$ cat src/rtl/uart_rx_path.sv
// uart_rx_path: receive half of the UART.
//   Oversamples the rx line with the shared 16x baud tick, recovers frames
//   of DBIT data bits sent LSB first, checks the stop bit, and buffers good
//   bytes in a 2**FIFO_W entry first-word-fall-through FIFO.
// Ports:
//   clk        system clock
//   reset      asynchronous reset, active-low
//   s_tick     baud oversample strobe (16 per bit), one clk wide
//   rx         asynchronous serial input, idles high
//   rd_uart    pop strobe for the FIFO head
//   clr_err    clears the sticky error flags
//   r_data     FIFO head, valid while rx_empty=0
//   rx_empty   FIFO empty
//   rx_full    FIFO full
//   frame_err  sticky: a frame arrived with stop bit = 0
//   overrun    sticky: a good frame was dropped because the FIFO was full
module uart_rx_path #(
  parameter int DBIT    = 8,
  parameter int SB_TICK = 16,
  parameter int FIFO_W  = 2
) (
  input  logic            clk,
  input  logic            reset,
  input  logic            s_tick,
  input  logic            rx,
  input  logic            rd_uart,
  input  logic            clr_err,
  output logic [DBIT-1:0] r_data,
  output logic            rx_empty,
  output logic            rx_full,
  output logic            frame_err,
  output logic            overrun
);

  localparam int N_W   = (DBIT > 1) ? $clog2(DBIT) : 1;
  // Tick counter must also reach SB_TICK-1 for 1.5/2 stop bits.
  localparam int S_W   = (SB_TICK > 16) ? $clog2(SB_TICK) : 4;
  localparam int DEPTH = 2 ** FIFO_W;

  typedef enum logic [1:0] {IDLE, START, DATA, STOP} state_t;

  state_t            state_q, state_d;
  logic [S_W-1:0]    s_q, s_d;
  logic [N_W-1:0]    n_q, n_d;
  logic [DBIT-1:0]   b_q, b_d;
  logic [1:0]        sync_q, sync_d;
  logic              rx_s;
  logic              done;

  logic [FIFO_W-1:0] wr_ptr_q, wr_ptr_d;
  logic [FIFO_W-1:0] rd_ptr_q, rd_ptr_d;
  logic              last_wr_q, last_wr_d;
  logic              ferr_q, ferr_d;
  logic              ovr_q, ovr_d;
  logic [DBIT-1:0]   mem_q [DEPTH];

  logic              wr_req, wr_en, rd_en, ptr_eq;

  assign sync_d = {sync_q[0], rx};
  assign rx_s   = sync_q[1];

  // Receiver FSM: only IDLE exit ignores s_tick.
  always_comb begin
    state_d = state_q;
    s_d     = s_q;
    n_d     = n_q;
    b_d     = b_q;
    done    = 1'b0;
    case (state_q)
      IDLE: begin
        if (!rx_s) begin
          state_d = START;
          s_d     = '0;
        end
      end
      START: begin
        if (s_tick) begin
          if (s_q == S_W'(7)) begin
            // Mid start bit: a line back high here was only a glitch.
            if (!rx_s) begin
              state_d = DATA;
              s_d     = '0;
              n_d     = '0;
            end else begin
              state_d = IDLE;
            end
          end else begin
            s_d = s_q + S_W'(1);
          end
        end
      end
      DATA: begin
        if (s_tick) begin
          if (s_q == S_W'(15)) begin
            b_d = {rx_s, b_q[DBIT-1:1]};
            s_d = '0;
            if (n_q == N_W'(DBIT - 1)) state_d = STOP;
            else                       n_d     = n_q + N_W'(1);
          end else begin
            s_d = s_q + S_W'(1);
          end
        end
      end
      STOP: begin
        if (s_tick) begin
          if (s_q == S_W'(SB_TICK - 1)) begin
            state_d = IDLE;
            done    = 1'b1;
          end else begin
            s_d = s_q + S_W'(1);
          end
        end
      end
      default: state_d = IDLE;
    endcase
  end

  // FIFO control. A write while full is still accepted if the head is
  // popped in the same cycle; a pop while empty is ignored.
  assign ptr_eq   = (wr_ptr_q == rd_ptr_q);
  assign rx_empty = ptr_eq & ~last_wr_q;
  assign rx_full  = ptr_eq &  last_wr_q;
  assign wr_req   = done & rx_s;
  assign wr_en    = wr_req & (~rx_full | rd_uart);
  assign rd_en    = rd_uart & ~rx_empty;

  always_comb begin
    wr_ptr_d  = wr_en ? wr_ptr_q + FIFO_W'(1) : wr_ptr_q;
    rd_ptr_d  = rd_en ? rd_ptr_q + FIFO_W'(1) : rd_ptr_q;
    // Equal pointers mean full if the last pointer move was a write.
    last_wr_d = last_wr_q;
    if (wr_en && !rd_en)      last_wr_d = 1'b1;
    else if (rd_en && !wr_en) last_wr_d = 1'b0;
    // Clear first so a same-cycle error event keeps the flag set.
    ferr_d = clr_err ? 1'b0 : ferr_q;
    ovr_d  = clr_err ? 1'b0 : ovr_q;
    if (done && !rx_s)                 ferr_d = 1'b1;
    if (wr_req && rx_full && !rd_uart) ovr_d  = 1'b1;
  end

  always_ff @(posedge clk or negedge reset) begin
    if (!reset) begin
      state_q   <= IDLE;
      s_q       <= '0;
      n_q       <= '0;
      b_q       <= '0;
      sync_q    <= 2'b11;
      wr_ptr_q  <= '0;
      rd_ptr_q  <= '0;
      last_wr_q <= 1'b0;
      ferr_q    <= 1'b0;
      ovr_q     <= 1'b0;
    end else begin
      state_q   <= state_d;
      s_q       <= s_d;
      n_q       <= n_d;
      b_q       <= b_d;
      sync_q    <= sync_d;
      wr_ptr_q  <= wr_ptr_d;
      rd_ptr_q  <= rd_ptr_d;
      last_wr_q <= last_wr_d;
      ferr_q    <= ferr_d;
      ovr_q     <= ovr_d;
    end
  end

  // Storage entries, each cleared by reset so r_data reads 0 afterwards.
  generate
    for (genvar gi = 0; gi < DEPTH; gi++) begin : g_mem
      always_ff @(posedge clk or negedge reset) begin
        if (!reset)
          mem_q[gi] <= '0;
        else if (wr_en && (wr_ptr_q == FIFO_W'(gi)))
          mem_q[gi] <= b_q;
      end
    end
  endgenerate

  assign r_data    = mem_q[rd_ptr_q];
  assign frame_err = ferr_q;
  assign overrun   = ovr_q;

endmodule
$ cat config.mk
export PLATFORM = sky130hd
export DESIGN_NAME = uart_rx_path
export DESIGN_NICKNAME = d
export VERILOG_FILES = /design/src/rtl/uart_rx_path.sv
export SDC_FILE = /design/constraint.sdc
export NUM_CORES = 1
export LEC_CHECK = 0
export ABC_AREA = 0
export CAP_MARGIN = 10
export CORE_ASPECT_RATIO = 0.7
export CORE_UTILIZATION = 45
export CTS_BUF_LIST = sky130_fd_sc_hd__clkbuf_8
export CTS_CLUSTER_DIAMETER = 80
export DETAILED_ROUTE_END_ITERATION = 8
export GPL_ROUTABILITY_DRIVEN = 1
export SETUP_SLACK_MARGIN = 0.4
export SYNTH_ARGS = -nofsm -noshare
export SYNTH_HDL_FRONTEND = slang
export SYNTH_SLANG_ARGS = --single-unit
$ cat constraint.sdc
create_clock -name clk -period 2.3 [get_ports clk]
set_input_delay 0.46 -clock clk [delete_from_list [all_inputs] [get_ports clk]]
set_output_delay 0.46 -clock clk [all_outputs]
set_load 0.03 [all_outputs]
**Word level (Yosys, flattened, before mapping)**

Index checks and enable logic that the tools add are counted.

- Add/subtract/negate cells: 4
- Multipliers: 0
- Divide/modulo/power cells: 0
- Order comparisons: 1
- Eq/ne operators: 21
- Shift operators: 0
- Mux-type cells: 36
- Bitwise operators: 10
- Reduce and logical (&&, ||, !) cells: 23

Operator list:

| kind | count |
|---|---|
| two-way mux 4 bit | 7 |
| != test 2 bit (second input constant) | 11 |
| two-way mux 2 bit | 9 |
| two-way mux 3 bit | 6 |
| binary-select mux 8 bit (select 2 bit) | 1 |
| two-way mux 8 bit | 2 |
| case mux 4 bit (4 select lines) | 1 |
| logical AND 1 bit | 9 |
| == test 2 bit (second input constant) | 4 |
| two-way mux 1 bit | 8 |
| case mux 2 bit (4 select lines) | 1 |
| AND reduction 8 bit | 1 |
| nonzero test 2 bit | 4 |
| AND reduction 7 bit | 1 |
| case mux 3 bit (2 select lines) | 1 |
| AND 1 bit | 5 |
| adder 2 x 1 -> 2 bit (second input constant) | 2 |
| adder 4 x 1 -> 4 bit (second input constant) | 1 |
| == test 2 x 1 -> 1 bit (second input constant) | 2 |
| == test 4 x 3 -> 1 bit (second input constant) | 1 |
| == test 4 bit (second input constant) | 1 |
| logical NOT 1 bit | 4 |
| logical NOT 2 bit | 2 |
| AND reduction 4 bit | 1 |
| other kinds (8) | 10 |

- Register bits after elaboration: 58
- Bits in latches: 0
- RAM bits: 0
- Bits in read-only memories: 0
- Output and inout bits: 12
- Logic and storage cells: 109
- Memories kept: 0

**Logic depth before layout (Yosys ltp)**

- Word-level depth: 10
- Depth in mapped cells: 7
- Mapped depth without buffers: 6

**Least setup slack after synthesis**

Ideal clock, no wire load.

- Kind: reg2reg
- From: register s_q[0]
- To: register mem_q[17] in the netlist's numbering
- Arrival: 1.680 ns
- Path slack: 0.495 ns
- Stages on the path, launching flop included: 6
- Buffers on the path: 0
- Clock period less this slack: 1.805 ns
- Cells stage by stage: dfrtp_1 -> ha_1 -> and4_1 -> nand2_2 -> nor3b_4 -> mux2_2

- Word-level cells in the longest chain between the ends: 7

RTL lines:

| item | RTL line | RTL |
|---|---|---|
| from (decl) | 43 | `logic [S_W-1:0] s_q, s_d;` |
| from (signal assigned) | 144 | `s_q <= '0;` |
| from (signal assigned) | 155 | `s_q <= s_d;` |
| == test 4 bit | 106 | `if (s_q == S_W'(SB_TICK - 1)) begin` |
| two-way mux 1 bit | 106 |  |
| two-way mux 1 bit | 105 | `if (s_tick) begin` |
| two-way mux 1 bit | 69 | `case (state_q)` |
| AND 1 bit | 123 | `assign wr_req = done & rx_s;` |
| AND 1 bit | 124 | `assign wr_en = wr_req & (~rx_full \| rd_uart);` |
| logical AND 1 bit | 173 | `else if (wr_en && (wr_ptr_q == FIFO_W'(gi)))` |
| to (signal, indexed assignment) | 174 | `mem_q[gi] <= b_q;` |
| to (decl) | 55 | `logic [DBIT-1:0] mem_q [DEPTH];` |

Every way passes these cells.
A chain may end at the register's enable or synchronous reset.

**Worst setup path in the final report**

- From: register rd_ptr_q[0]
- To: register last_wr_q

- Word-level cells in the longest chain between the ends: 8
- Elaborated cells between the ends (all ways): 14

RTL lines:

| item | RTL line | RTL |
|---|---|---|
| from (decl) | 51 | `logic [FIFO_W-1:0] rd_ptr_q, rd_ptr_d;` |
| from (signal assigned) | 160 | `rd_ptr_q <= rd_ptr_d;` |
| == test 2 bit * | 120 | `assign ptr_eq = (wr_ptr_q == rd_ptr_q);` |
| AND 1 bit * | 122 | `assign rx_full = ptr_eq & last_wr_q;` |
| inverter 1 bit * | 124 |  |
| OR 1 bit * | 124 |  |
| AND 1 bit * | 124 |  |
| named net wr_en | 57 | `logic wr_req, wr_en, rd_en, ptr_eq;` |
| logical NOT 1 bit | 133 | `else if (rd_en && !wr_en) last_wr_d = 1'b0;` |
| logical AND 1 bit | 133 |  |
| nonzero test 2 bit (no line) | n/a |  |
| to (signal assigned) | 161 | `last_wr_q <= last_wr_d;` |
| to (decl) | 52 | `logic last_wr_q, last_wr_d;` |

The timed path passes the listed nets; every way through them passes the cells marked *.

==> run summary <==
Cell taking the most area after synthesis: sky130_fd_sc_hd__dfrtp_1. The clock insertion delay at the later pin of the skew report was 0.33 ns; the average cell area after synthesis was 14.4 sq um. Before antenna repair, the detailed router went through 4 iterations. In this run the tool buffered the top-level ports with 17 buffer cells. The flow ran to the end, and the final reports show no timing, DRC or antenna violations. The slack of the critical path was 0.254 ns. For this run, the register share of the synthesized area comes to 53.5%. The number of design-rule violations left by the first detailed-router iteration is 97, and the final number of setup-violating endpoints is 0. By area, the combinational part of the netlist is dominated by multiplexers. The run gives 0 ns as the sum of negative setup slack. Detailed placement ended at an HPWL of 3.59 mm. In the post-synthesis netlist, the biggest area contributors are sky130_fd_sc_hd__dfrtp_1 (52%), sky130_fd_sc_hd__mux2_2 (17%), sky130_fd_sc_hd__mux4_2 (6.6%), sky130_fd_sc_hd__ha_1 (3.7%), sky130_fd_sc_hd__nor3b_4 (2.1%). Global routing used 20.3% of the available tracks. For this run, the leading register cell type out of synthesis is sky130_fd_sc_hd__dfrtp_1.

The count of cell types in the netlist was 39. The detailed-route DRC error count came out at 0. The synthesized design devotes to its leading area cell type 51.5% of total area. After layout, the minimum clock period comes to 2.05 ns. The worst-case IR drop observed on VDD is 0.000524 V. For this run the aggregate overflow at the end of global routing stands at 0. The most numerous cell type found on the critical path is sky130_fd_sc_hd__buf_12.

At the end of the flow, the number of nets in the layout was 245. The total area inside the core boundary comes to 5780 sq um. In this run the horizontal extent of the chip is 94.9 microns.

Via count of the first global-routing pass: 1733. Startpoint type of the worst setup path: a flip-flop. Data on the critical path arrives at its endpoint at 2.26 ns. The run gives 9.17 mm as the first-pass GRT wire length. Summing every instance area after synthesis gives 2720 sq um. For this block, the routed nets add up to 5.67 mm of wire.

The tool flagged a number of max-cap violations equal to 0. The gate family responsible for the most delay along the worst path was flip-flops. OpenSTA, run right after detailed placement, puts the worst setup slack at 0.0380 ns. The tools report the largest buffer count on any clock path as 2. Counting flops with a built-in enable in the synthesized netlist gives 0. The most frequently used cell type in the post-synthesis netlist is sky130_fd_sc_hd__dfrtp_1. The tools report the number of hold violations in the final report as 0. The repair_antennas step left the layout with diodes totalling 0. Buffers inserted during clock tree synthesis total 9. The simple-gate portion of the synthesized area was 9.30%.

TritonCTS built the clock tree. The H-tree generated during clock tree synthesis spans 3 levels. Once layout is complete, the utilization of the core stands at 62.6%. The tools report the gate count after technology mapping as 189.

Multiplexer cells account for 24.9% of the synthesized area. The layout has 428 filler cells. Area fraction in compound gates after synthesis: 5.06%. The number of nets handed over by synthesis was 203. The synthesized netlist devotes 3.68% of its cell area to adder and majority cells.

For the pin with the worst max-slew slack, the measured transition is 0.627 ns. The count of state elements after synthesis works out to 58. Summing the areas of all xor and xnor instances in the mapped netlist gives 1.89% of the synthesized area.

Endpoint kind of the worst setup timing path: a flip-flop. The power density over the cells was 878 nW/um^2; the async set or reset register ratio after synthesis was 100%. Traced cell by cell, the critical path runs through buf_12 -> buf_12 -> xnor2_4 -> nand4b_1 -> nand3_2 -> inv_1 -> ha_4 -> mux2_4. Pin placement for this block handled 18 I/O pins. The category of the most critical setup path is reg2reg.

Measured along the y axis, the die boundary spans 67.0 microns. The clock drives 58 sinks. For this run, the top clock speed supported by timing is 489 MHz.

After clock tree synthesis, the clock-pin slew on the worst setup and hold paths is 0.07 ns. The commonest cells after synthesis are sky130_fd_sc_hd__dfrtp_1 (56), sky130_fd_sc_hd__mux2_2 (42), sky130_fd_sc_hd__ha_1 (8), sky130_fd_sc_hd__mux4_2 (8). The required time of the critical path was 2.51 ns; the number of buffers and inverters on the critical path was 3. In this design, the stage delay of the slowest critical-path cell is 0.44 ns. Setup repair after global routing could not meet its margin everywhere. The largest individual stage delay along the critical path comes from the cell sky130_fd_sc_hd__dfrtp_2.

During synthesis, Yosys emitted a total of 0 warnings. The initial antenna violation count was 0; the final count of pins violating max slew was 0. The largest net degree at the start of global routing was 34; the routability congestion estimate from global placement was 0.751.

The count of nets left with antenna violations after detail routing was 0; the worst slew slack as a fraction of its limit was 58.2%. In this run the static leakage power is 1.67 nW. The tightest min-delay check is of the in2async type. Along the worst path, the maximum fanout reaches 5. The row count is 23, and the final worst clock skew is 0.00589 ns.

Once the floorplan was initialized, standard cells occupied 47.0% of the core. In this run the clock root is driven by a sky130_fd_sc_hd__clkbuf_8. The worst path uses 88.9% of the clock period.

Across all layers, the routed design uses 1731 vias. The run gives 0.150 ns as the final worst hold slack. The fraction of final layout cells with drive strength greater than 1 was 50.0%; the growth of design area from synthesis to finish was 33.1%.

The floorplan step defined a die boundary enclosing 6360 sq um. Dividing the detail-routed wire length by the instance count gives 18.2 microns. Dividing the detail-routed via count by the number of cells gives 5.57.
final cells by class:
| type | count | area (sq um) | share of cell area (%) |
|---|---|---|---|
| clock buffer | 11 | 151 | 4.18 |
| timing repair buffer | 36 | 429 | 11.9 |
| multi-input combinational | 121 | 1420 | 39.1 |
| tap | 75 | 93.8 | 2.59 |
| sequential | 58 | 1460 | 40.2 |
| inverter | 5 | 18.8 | 0.519 |
| clock inverter | 5 | 53.8 | 1.49 |
cells by family (layout without fill, tap and decap cells):
logic type               after synthesis  after routing
AO/OA/AOI/OAI                         19             19
XOR/XNOR                               5              5
adder cells (fa/ha/maj)                8              8
buffers and inverters                 10             57
flip-flops                            58             58
multiplexers                          52             52
AND/OR/NAND/NOR                       37             37
placed cells by master (no fill, tap or decap), types with 3 or more instances in the layout:
cell,count
sky130_fd_sc_hd__mux2_2,12
sky130_fd_sc_hd__nand3_1,3
sky130_fd_sc_hd__clkdlybuf4s50_1,6
sky130_fd_sc_hd__nor3b_4,3
sky130_fd_sc_hd__a22o_1,3
sky130_fd_sc_hd__nor2_1,5
sky130_fd_sc_hd__buf_12,7
sky130_fd_sc_hd__mux4_2,8
sky130_fd_sc_hd__buf_6,11
sky130_fd_sc_hd__dfrtp_1,54
sky130_fd_sc_hd__inv_1,6
sky130_fd_sc_hd__buf_4,10
sky130_fd_sc_hd__a21oi_1,4
sky130_fd_sc_hd__ha_1,6
sky130_fd_sc_hd__clkbuf_8,11
sky130_fd_sc_hd__mux2_4,32
sky130_fd_sc_hd__nand2_1,5
sky130_fd_sc_hd__xnor2_1,3
routing by layer:
metal	track usage [%]	wire (microns)	vias to the layer above
li1	-	-	786
met1	28.7	2920	911
met2	29.0	2530	29
met3	6.16	183	5
met4	7.39	44	0
met5	0	0	-
report_power, final:
group | switching, W | internal (W)
registers | 0.000153 | 0.00111
logic | 0.000432 | 0.000537
clock network | 0.000395 | 0.000553
total | 0.000980 | 0.00220
registers in the layout (all words and copies together) (netlist names), 2 cells and up, named ones only:
name,count
b_q,8
mem_q,32
n_q,3
rd_ptr_q,2
s_q,4
sync_q,2
wr_ptr_q,2
worst reg2reg max path, delay by kind of cell, from the launching register on:
kind | cells | cell delay (ns)
xor+xnor | 1 | 0.17
fa+ha+maj | 1 | 0.27
buf+inv | 3 | 0.37
flops | 1 | 0.44
mux | 1 | 0.28
simple gates | 2 | 0.41
repair_timing:
action	4_1_cts	5_1_grt
gates cloned	0	1
buffers inserted	2	4
pin swaps	7	8
hold buffers	0	0
gates resized for setup	46	60
endpoints found under the hold margin	0	0
endpoints found under the setup margin	43	45
stage by stage:
step / power [W] / cells / instance area, sq um
finish: 0.00318 / 311 / 3620
CTS: 0.00306 / 306 / 3370
global placement: 0.00194 / 288 / 3110
floorplan: 0.00173 / 189 / 2720
global route: 0.00336 / 311 / 3620
detailed placement: 0.00197 / 288 / 3110
path summary, 6_finish.rpt:
check | from | to | slack [ns] | depth (start not counted)
max | rd_ptr_q[0]$_DFFE_PN0P_ | last_wr_q$_DFFE_PN0P_ | 0.25 | 8
min in group clk | sync_q[0]$_DFF_PN1_ | sync_q[1]$_DFF_PN1_ | 0.36 | 0
max reg2reg | rd_ptr_q[0]$_DFFE_PN0P_ | last_wr_q$_DFFE_PN0P_ | 0.25 | 8
min reg2reg | sync_q[0]$_DFF_PN1_ | sync_q[1]$_DFF_PN1_ | 0.36 | 0
min | reset | frame_err$_DFFE_PN0P_ | 0.15 | 1
max in group asynchronous | reset | mem_q[24]$_DFFE_PN0P_ | 1.56 | 2
Power figures use the tool's default switching activity.
